## src/rtl/card_pkg.sv

```systemverilog
// Shared card-code definitions for the shoe, game FSM and 7-segment display decoder.
package card_pkg;

    typedef logic [3:0] card_t;

    localparam card_t CARD_NONE = 4'd0;
    localparam card_t CARD_ACE  = 4'd1;
    localparam card_t CARD_KING = 4'd13;
    localparam int    NUM_RANKS = 13;

    typedef enum logic {
        S_IDLE,
        S_SEARCH
    } shoe_state_t;

    // Rank successor on the 1..13 ring; King wraps back to Ace.
    function automatic card_t next_rank(input card_t c);
        return (c == CARD_KING) ? CARD_ACE : c + 4'd1;
    endfunction

endpackage

```

## src/rtl/card_shoe_rank_spinner.sv

```systemverilog
// Free-running Ace..King counter used as the starting point of each draw.
// It keeps turning through shuffles so successive shoes see different draw orders.
module rank_spinner
    import card_pkg::*;
(
    input  logic  clock,
    input  logic  reset,
    output card_t spin
);

    card_t spin_q;
    card_t spin_d;

    // Next spinner value: step around the 1..13 ring.
    always_comb begin
        spin_d = next_rank(spin_q);
    end

    // Spinner register; reset parks it on Ace.
    always_ff @(posedge clock) begin
        if (reset) begin
            spin_q <= CARD_ACE;
        end else begin
            spin_q <= spin_d;
        end
    end

    assign spin = spin_q;

endmodule

```

## src/rtl/card_shoe.sv

```systemverilog
// Card shoe: tracks remaining cards per rank and deals one card per request.
//
//  state    | meaning
//  ---------+---------------------------------------------------------------
//  S_IDLE   | waiting for deal_req; a request is taken only if the shoe has cards
//  S_SEARCH | walking ranks from the spinner value until a non-exhausted one is found
//
// Because a request is only accepted while cards_left is non-zero, the search
// always finds a rank within one lap of the ring (at most 13 edges).
module card_shoe
    import card_pkg::*;
#(
    parameter int NUM_DECKS = 1,
    localparam int RANK_W   = $clog2(4 * NUM_DECKS + 1),
    localparam int LEFT_W   = $clog2(52 * NUM_DECKS + 1)
) (
    input  logic              clock,
    input  logic              reset,
    input  logic              shuffle,
    input  logic              deal_req,
    output logic [3:0]        new_card,
    output logic              card_valid,
    output logic              busy,
    output logic              shoe_empty,
    output logic [LEFT_W-1:0] cards_left
);

    localparam logic [RANK_W-1:0] RANK_FULL = RANK_W'(4 * NUM_DECKS);
    localparam logic [LEFT_W-1:0] LEFT_FULL = LEFT_W'(52 * NUM_DECKS);

    card_t spin;

    rank_spinner u_spinner (
        .clock (clock),
        .reset (reset),
        .spin  (spin)
    );

    shoe_state_t       state_q,      state_d;
    card_t             cand_q,       cand_d;
    logic [RANK_W-1:0] count_q [1:NUM_RANKS];
    logic [RANK_W-1:0] count_d [1:NUM_RANKS];
    logic [LEFT_W-1:0] left_q,       left_d;
    card_t             new_card_q,   new_card_d;
    logic              card_valid_q, card_valid_d;
    logic              busy_q,       busy_d;
    logic              cand_avail;

    assign shoe_empty = (left_q == '0);

    // Next-state logic: accept/search/deal, with shuffle overriding the FSM.
    always_comb begin
        state_d      = state_q;
        cand_d       = cand_q;
        left_d       = left_q;
        new_card_d   = new_card_q;
        card_valid_d = 1'b0;
        cand_avail   = 1'b0;
        for (int r = 1; r <= NUM_RANKS; r++) begin
            count_d[r] = count_q[r];
            if (cand_q == card_t'(r) && count_q[r] != '0) begin
                cand_avail = 1'b1;
            end
        end

        case (state_q)
            S_IDLE: begin
                if (deal_req && !shoe_empty) begin
                    cand_d  = spin;
                    state_d = S_SEARCH;
                end
            end
            S_SEARCH: begin
                if (cand_avail) begin
                    for (int r = 1; r <= NUM_RANKS; r++) begin
                        if (cand_q == card_t'(r)) begin
                            count_d[r] = count_q[r] - RANK_W'(1);
                        end
                    end
                    left_d       = left_q - LEFT_W'(1);
                    new_card_d   = cand_q;
                    card_valid_d = 1'b1;
                    state_d      = S_IDLE;
                end else begin
                    cand_d = next_rank(cand_q);
                end
            end
            default: begin
                state_d = S_IDLE;
            end
        endcase

        // Refill wins over any deal in flight; no pulse is produced for an aborted search.
        if (shuffle) begin
            state_d      = S_IDLE;
            cand_d       = CARD_ACE;
            left_d       = LEFT_FULL;
            new_card_d   = CARD_NONE;
            card_valid_d = 1'b0;
            for (int r = 1; r <= NUM_RANKS; r++) begin
                count_d[r] = RANK_FULL;
            end
        end

        busy_d = (state_d == S_SEARCH);
    end

    // Shoe state and registered outputs.
    always_ff @(posedge clock) begin
        if (reset) begin
            state_q      <= S_IDLE;
            cand_q       <= CARD_ACE;
            left_q       <= LEFT_FULL;
            new_card_q   <= CARD_NONE;
            card_valid_q <= 1'b0;
            busy_q       <= 1'b0;
            for (int r = 1; r <= NUM_RANKS; r++) begin
                count_q[r] <= RANK_FULL;
            end
        end else begin
            state_q      <= state_d;
            cand_q       <= cand_d;
            left_q       <= left_d;
            new_card_q   <= new_card_d;
            card_valid_q <= card_valid_d;
            busy_q       <= busy_d;
            for (int r = 1; r <= NUM_RANKS; r++) begin
                count_q[r] <= count_d[r];
            end
        end
    end

    assign new_card   = new_card_q;
    assign card_valid = card_valid_q;
    assign busy       = busy_q;
    assign cards_left = left_q;

endmodule

```

## config.mk

```make
export PLATFORM = sky130hd
export DESIGN_NAME = card_shoe
export DESIGN_NICKNAME = d
export VERILOG_FILES = /design/src/rtl/card_pkg.sv /design/src/rtl/card_shoe_rank_spinner.sv /design/src/rtl/card_shoe.sv
export SDC_FILE = /design/constraint.sdc
export NUM_CORES = 1
export LEC_CHECK = 0
export BUFFER_PORTS_ARGS = -buffer_cell sky130_fd_sc_hd__buf_2
export CORE_AREA = 4 4 97 99
export DETAILED_ROUTE_END_ITERATION = 6
export DIE_AREA = 0 0 101 103
export SETUP_SLACK_MARGIN = 0.5
export SKIP_CTS_REPAIR_TIMING = 1
export SYNTH_ARGS = -nofsm -noshare
export SYNTH_HDL_FRONTEND = slang
export SYNTH_SLANG_ARGS = --single-unit
```

## constraint.sdc

```tcl
create_clock -name clock -period 2.25 [get_ports clock]
set_clock_uncertainty 0.05 [all_clocks]
set_input_delay 0.5625 -clock clock [delete_from_list [all_inputs] [get_ports clock]]
set_output_delay 0.5625 -clock clock [all_outputs]
set_load 0.02 [all_outputs]
```

==> flow_metrics.tcl, run 1 <==
set metrics [dict create \
    clock-sinks 59 \
    grt_pass1_wl_um 13500 \
    die_x_um 101 \
    antenna_found_initial 0 \
    syn_inst 390 \
    ys_top_cells_by_area "dfxtp_1 35%, ha_1 11%, inv_1 5.2%, a21oi_1 4.0%, o21ai_1 3.6%" \
    final_max_slew_viol_count 0 \
    cts_tree "yes" \
    ys_top_cells_by_count "59 x dfxtp_1, 46 x inv_1, 30 x ha_1" \
    critPathTopFamily "compound AO/OA/AOI/OAI gates" \
    startpoint_type "flip-flop" \
    antenna_cells 0 \
    firstDrtPassIters 4 \
    cts.clk_slew.worst_paths_ps 60 \
    track_usage_pct 16.3 \
    final_nets 475 \
    r2r_cells 9 \
    gr-total-overflow 0 \
    place_inst 531 \
    power.total_mw 2.38 \
    dp.final_hpwl_um 5520 \
    final_core_util_pct 51.3 \
    status "finished, violations left" \
    reg2reg_from "count_q[0][16]" \
    r2r_slack_ps -90 \
    dieArea_um2 10400 \
    routed_wl_um 8130 \
    power_density_nw_per_um2 542 \
    fmax_ghz 0.427 \
    synth_top_family_by_area "compound AO/OA/AOI/OAI gates" \
    path_common_cell "ha_4" \
    ys_async_sr_fraction_pct 0 \
    synth.area.mux_share_pct 2.02 \
    route.detailed.drc 0 \
    worstSkewPairLatency_ps 340 \
    drv_cap 0 \
    required_ps 2460 \
    cts-htree-levels 3 \
    cp_data_arrival_time_ps 2550 \
    r2r-end "count_q[0][13]" \
    finalHoldViolations 0 \
    routabilityCongestion 0.829 \
    synth_edf_count 0 \
    synth_nets 424 \
    min_from "reset" \
    ys_types 56 \
    synth_compound_area_share_pct 24.8 \
    root_buffer "clkbuf_8" \
    top_layer "met4" \
    yosys.area_share.adder_pct 11.2 \
    crit_chain "inv_1 -> ha_4 -> ha_4 -> mux2_4 -> o32ai_4 -> a2111oi_4 -> buf_12 -> or4_1 -> o31ai_2" \
    core-area_um2 8550 \
    drtIter0Drc 134 \
    wl_met2_um 3870 \
    hold_end "u_spinner.spin[2]" \
    cpPeakStageDelay_ps 490 \
    violations "negative setup slack" \
    numPortBuffers 16 \
    yosysWarningCount 0 \
    power.leakage_nw 1.75 \
    wl_met1_um 3830 \
    path_buf_inv 2 \
    synth_area_um2 3340 \
    fillCellCount 815 \
    yosysTopAreaCell "dfxtp_1" \
    grt_max_degree 32 \
    start_util_pct 39.1 \
    setup_ws_ps -91.3 \
    ir_drop_mv 0.276 \
    postSynthAreaPerCell_um2 8.57 \
    vias 3004 \
    fp-row-count 34 \
    wl_per_cell_um 14.7 \
    route.met3.wl_um 304 \
    post-route-period-util_pct 104 \
    holdPathStages 2 \
    synthFlopType "dfxtp_1" \
    ant_nets 0 \
    rsz0062_at_grt "true" \
    hold_class "input port to flip-flop" \
    synth_xor_area_share_pct 0 \
    yosysSeqAreaShare_pct 35.4 \
    crit_path_max_fanout 24 \
    ioPinCount 17 \
    end_kind "flip-flop" \
    cts_buffers 9 \
    grt_pass1_vias 2869 \
    slew_headroom_pct 68.3 \
    fp.dieH_um 103 \
    synth.top_cell.area_share_pct 35.4 \
    fin_cells 553 \
    syn_to_final_growth_pct 31.3 \
    synth-simple-area-share_pct 17.5 \
    worst_path_max_delay_cell "or4_1" \
    path_class "flip-flop to flip-flop" \
    ctsLongestPathBuffers 2 \
    synth.most_common_cell "dfxtp_1" \
    viasPerCell 5.43 \
    drive_gt1_share_pct 34.4 \
    period_minus_slack_ps 2340 \
    worstMarginPinSlew_ps 472 \
    ys_ff_latch 59 \
    setup_viol 19 \
]
sequential cells by signal (all words and copies together) (netlist names):
register	cells
count_q	39
u_spinner.spin	4
cand_q	4
new_card	4
card_valid	1
cards_left	6
busy	1
kinds of logic (layout without fill, tap and decap cells):
kind of cell,Yosys count,in the layout
buffers and inverters,75,130
multiplexers,6,6
flip-flops,59,59
adder cells (fa/ha/maj),30,30
AND/OR/NAND/NOR,103,103
AO/OA/AOI/OAI,117,117
placed cells by master, fill, tap and decap left out, drive strengths merged, types with 6 or more instances in the layout:
cell type,Yosys,layout
a21oi,27,27
a31oi,9,9
buf,15,67
clkbuf,13,15
dfxtp,59,59
ha,30,30
inv,46,46
nand2,10,10
nand3,18,18
nor2,16,16
o211a,6,6
o21ai,34,34
o311ai,7,7
o31ai,7,7
or3,16,16
or4,6,6
stage by stage:
step	setup WS [ps]	setup TNS, ps	hold slack (ps)	instance area, um^2
floorplan	79.9	0	362	3440
global placement	-55.5	-395	389	3900
detailed placement	-84.6	-600	405	3900
CTS	-106	-1160	369	4110
global route	-168	-4080	386	4390
finish	-91.3	-769	392	4390
power breakdown:
group          internal [mW]  switching (mW)
Clock                  0.627           0.409
Sequential              1.06          0.0203
Combinational          0.114           0.152
worst max path at each step:
stage                           endpoint  slack, ps  depth (start not counted)            from
after floorplan           count_q[0][40]         80                          9  count_q[0][12]
after global placement    count_q[0][25]        -60                          9  count_q[0][12]
after detailed placement  count_q[0][13]        -80                          9  count_q[0][36]
after CTS                 count_q[0][13]       -110                          9  count_q[0][16]
after global routing      count_q[0][25]       -170                          9  count_q[0][15]
final                     count_q[0][13]        -90                          9  count_q[0][16]
cell type report:
class	count	area [um^2]	area share, %
Sequential cell	59	1200	27.4
Clock inverter	1	30.0	0.684
Timing Repair Buffer	68	576	13.1
Inverter	47	176	4.02
Clock buffer	14	183	4.16
Multi-Input combinational cell	256	2090	47.5
Tap cell	108	135	3.08
worst reg2reg max path, delay by kind of cell, from the launching register on:
kind                     cells  cell delay [ps]
AO/OA/AOI/OAI                3              560
AND/OR/NAND/NOR              1              490
flip-flops                   1              330
adder cells (fa/ha/maj)      2              310
multiplexers                 1              270
buffers and inverters        2              240
routing by layer:
layer	track usage, %	vias to the layer above
met5	0	-
met1	20.4	1424
met4	7.16	0
li1	-	1531
met3	3.79	9
met2	26.7	40
Note: power is estimated with default switching activity, not from simulation.
==> run 2, diff against run 1 <==
--- a/config.mk
+++ b/config.mk
@@ -5,10 +5,11 @@
 export SDC_FILE = /design/constraint.sdc
 export NUM_CORES = 1
 export LEC_CHECK = 0
+export ABC_AREA = 1
 export BUFFER_PORTS_ARGS = -buffer_cell sky130_fd_sc_hd__buf_2
-export CORE_AREA = 4 4 97 99
+export CORE_AREA = 4 4 88 111
 export DETAILED_ROUTE_END_ITERATION = 6
-export DIE_AREA = 0 0 101 103
+export DIE_AREA = 0 0 92 115
 export SETUP_SLACK_MARGIN = 0.5
 export SKIP_CTS_REPAIR_TIMING = 1
 export SYNTH_ARGS = -nofsm -noshare
==> run 2 against run 1 <==
  * The flow now finishes without violations
  * Flip-flop and latch count unchanged
  * Register-to-register slack better by 480 ps
  * Die area up 1.7%
  * Non-clock buffer count down 23
  * Largest power group is now the clock network
  * Core utilization up 4.9 points
  * Total power up 8.6%
  * Hold slack better by 14 ps
  * Synthesized cell count up 28%
  * Clock power up 8%
  * Critical path depth up 3
  * Setup slack better by 480 ps
==> flow_metrics.tcl, run 2 <==
set metrics [dict create \
    drtIter0Drc 126 \
    core-area_um2 8650 \
    seq_area_um2 1220 \
    vias 3290 \
    multi_input_area_um2 2450 \
    hold_class "flip-flop to flip-flop" \
    met1_usage_pct 16.7 \
    cts.clk_slew.worst_paths_ps 70 \
    worstMarginPinSlew_ps 552 \
    most-common-layout-cells "80 x nand2_1, 56 x nor2_1, 55 x inv_1" \
    postSynthAreaPerCell_um2 6.81 \
    finalHoldViolations 0 \
    viasPerCell 4.93 \
    dieArea_um2 10600 \
    place_inst 627 \
    track_usage_pct 14.4 \
    die_x_um 92 \
    ant_nets 0 \
    rsz0062_at_grt "true" \
    fillCellCount 786 \
    drive_gt1_share_pct 42.6 \
    ctsLongestPathBuffers 2 \
    synth_edf_count 0 \
    routed_wl_um 8800 \
    setup_ws_ps 388 \
    min_from "u_spinner.spin[0]" \
    worstSetupPathDepth 12 \
    reg2reg_from "count_q[0][10]" \
    syn_to_final_growth_pct 42.6 \
    post-route-period-util_pct 82.8 \
    gr-total-overflow 0 \
    final_max_slew_viol_count 0 \
    setup_viol 0 \
    grt_pass1_vias 2794 \
    ys_top_cells_by_area "dfxtp_1 35%, nand2_1 12%, ha_1 11%, inv_1 11%, nor2_1 7.2%" \
    busiest_layer "met2" \
    largest_reg_flops 39 \
    largest-register "count_q" \
    period_minus_slack_ps 1860 \
    drv_cap 0 \
    mostFrequentLayoutCell "nand2_1" \
    cts_buffers 9 \
    worst_path_max_delay_cell "dfxtp_2" \
    fin_cells 667 \
    grt_pass1_wl_um 12100 \
    startpoint_type "flip-flop" \
    worstSkewPairLatency_ps 350 \
    root_buffer "clkbuf_8" \
    ys_ff_latch 59 \
    required_ps 2430 \
    fmax_ghz 0.537 \
    ys_async_sr_fraction_pct 0 \
    yosysSeqAreaShare_pct 34.6 \
    synth.most_common_cell "nand2_1" \
    ys_types 26 \
    r2r_cells 12 \
    synth_area_um2 3410 \
    cp_data_arrival_time_ps 2040 \
    cts_tree "yes" \
    numPortBuffers 16 \
    end_kind "flip-flop" \
    yosysTopAreaCell "dfxtp_1" \
    route.detailed.drc 0 \
    crit_path_max_fanout 6 \
    wl_per_cell_um 13.2 \
    holdPathStages 1 \
    power_density_nw_per_um2 531 \
    power.leakage_nw 2.12 \
    path_class "flip-flop to flip-flop" \
    met3_usage_pct 3.66 \
    cpPeakStageDelay_ps 320 \
    start_util_pct 39.4 \
    final_nets 576 \
    antenna_found_initial 0 \
    pre_cts_ws_ps 63.9 \
    syn_inst 501 \
    grt_max_degree 34 \
    routabilityCongestion 0.819 \
    fp.dieH_um 115 \
    fp-row-count 38 \
    tns_ps 0 \
    antenna_cells 0 \
    crit_chain "inv_2 -> ha_4 -> ha_4 -> nand3b_1 -> nand2_1 -> nor2_1 -> nand2_1 -> nor2_4 -> nor2_4 -> buf_4 -> nand3b_1 -> nand3_1" \
    slew_headroom_pct 62.9 \
    cts-htree-levels 3 \
    met2_usage_pct 24.5 \
    r2r_slack_ps 390 \
    ys_top_cells_by_count "107 x nand2_1, 98 x inv_1, 65 x nor2_1" \
    ir_drop_mv 0.283 \
    firstDrtPassIters 7 \
    synth.top_cell.area_share_pct 34.6 \
    r2r-end "count_q[0][29]" \
    yosysWarningCount 0 \
    power.total_mw 2.58 \
    synthFlopType "dfxtp_1" \
    ioPinCount 17 \
    path_buf_inv 2 \
    synth_nets 535 \
    critPathTopFamily "simple AND/OR/NAND/NOR gates" \
    status "completed" \
    clock-sinks 59 \
    hold_end "u_spinner.spin[0]" \
    dp.final_hpwl_um 5090 \
]
run 2: cell types whose count changed in the layout (fill, tap and decap cells not counted), sizes merged, moves of 9 or more:
cell    before  now
nand2       10  111
inv         46  104
nor2        16   71
o21ai       34    5
nand3       18   46
buf         67   42
nand4        4   29
a21oi       27    6
or3         16    0
nand3b       2   16
a31oi        9    0
run 2: layout make-up:
cell class,instances,share of cell area [%]
sequential,59,25.1
inverter,104,8.23
multi-input combinational,323,50.4
clock inverter,5,1.54
clock buffer,11,3.11
timing repair buffer,45,8.51
tap,120,3.08
run 2: metrics by stage:
stage,util (%),hold WS (ps),instance area [um^2]
floorplan,-,361,3410
global placement,42.0,389,3630
detailed placement,42.0,396,3630
CTS,44.6,411,3860
global route,56.2,432,4870
finish,56.2,406,4870
run 2: cell families (layout without fill, tap and decap cells):
kind of cell | Yosys count | in the layout | share of synthesized area [%]
AOI/OAI and AO/OA | 14 | 14 | 2.24
xor gates and xnor gates | 6 | 6 | 1.54
adders and majority gates | 30 | 30 | 11.0
buffers and inverters | 121 | 165 | 13.9
DFF | 59 | 59 | 34.6
and+or+nand+nor | 271 | 273 | 36.7
run 2: report_power, final:
group / total (mW) / leakage, nW / switching (mW) / internal (mW)
logic: 0.390 / 1.51 / 0.236 / 0.154
clock network: 1.12 / 0.119 / 0.440 / 0.678
registers: 1.08 / 0.491 / 0.0187 / 1.06
run 2: how the worst max path moves through the flow:
stage,start,slack [ps],end
global placement,cand_q[0],80,count_q[0][38]
finish,count_q[0][10],390,count_q[0][29]
global route,cards_left[0],310,shoe_empty
detailed placement,cand_q[0],60,count_q[0][23]
CTS,cand_q[0],50,count_q[0][41]
floorplan,count_q[0][21],580,count_q[0][11]
run 2: routing by layer:
| layer | up-vias | routed length [um] |
|---|---|---|
| met5 | - | 0 |
| met4 | 0 | 212 |
| met3 | 23 | 359 |
| met2 | 76 | 4520 |
| met1 | 1534 | 3710 |
| li1 | 1657 | - |
run 2: worst register-to-register path, stage by stage (launching register included):
cell,delay (ps)
dfxtp_2,320
inv_2,70
ha_4,150
ha_4,120
nand3b_1,140
nand2_1,80
nor2_1,120
nand2_1,90
nor2_4,180
nor2_4,80
buf_4,170
nand3b_1,80
nand3_1,80
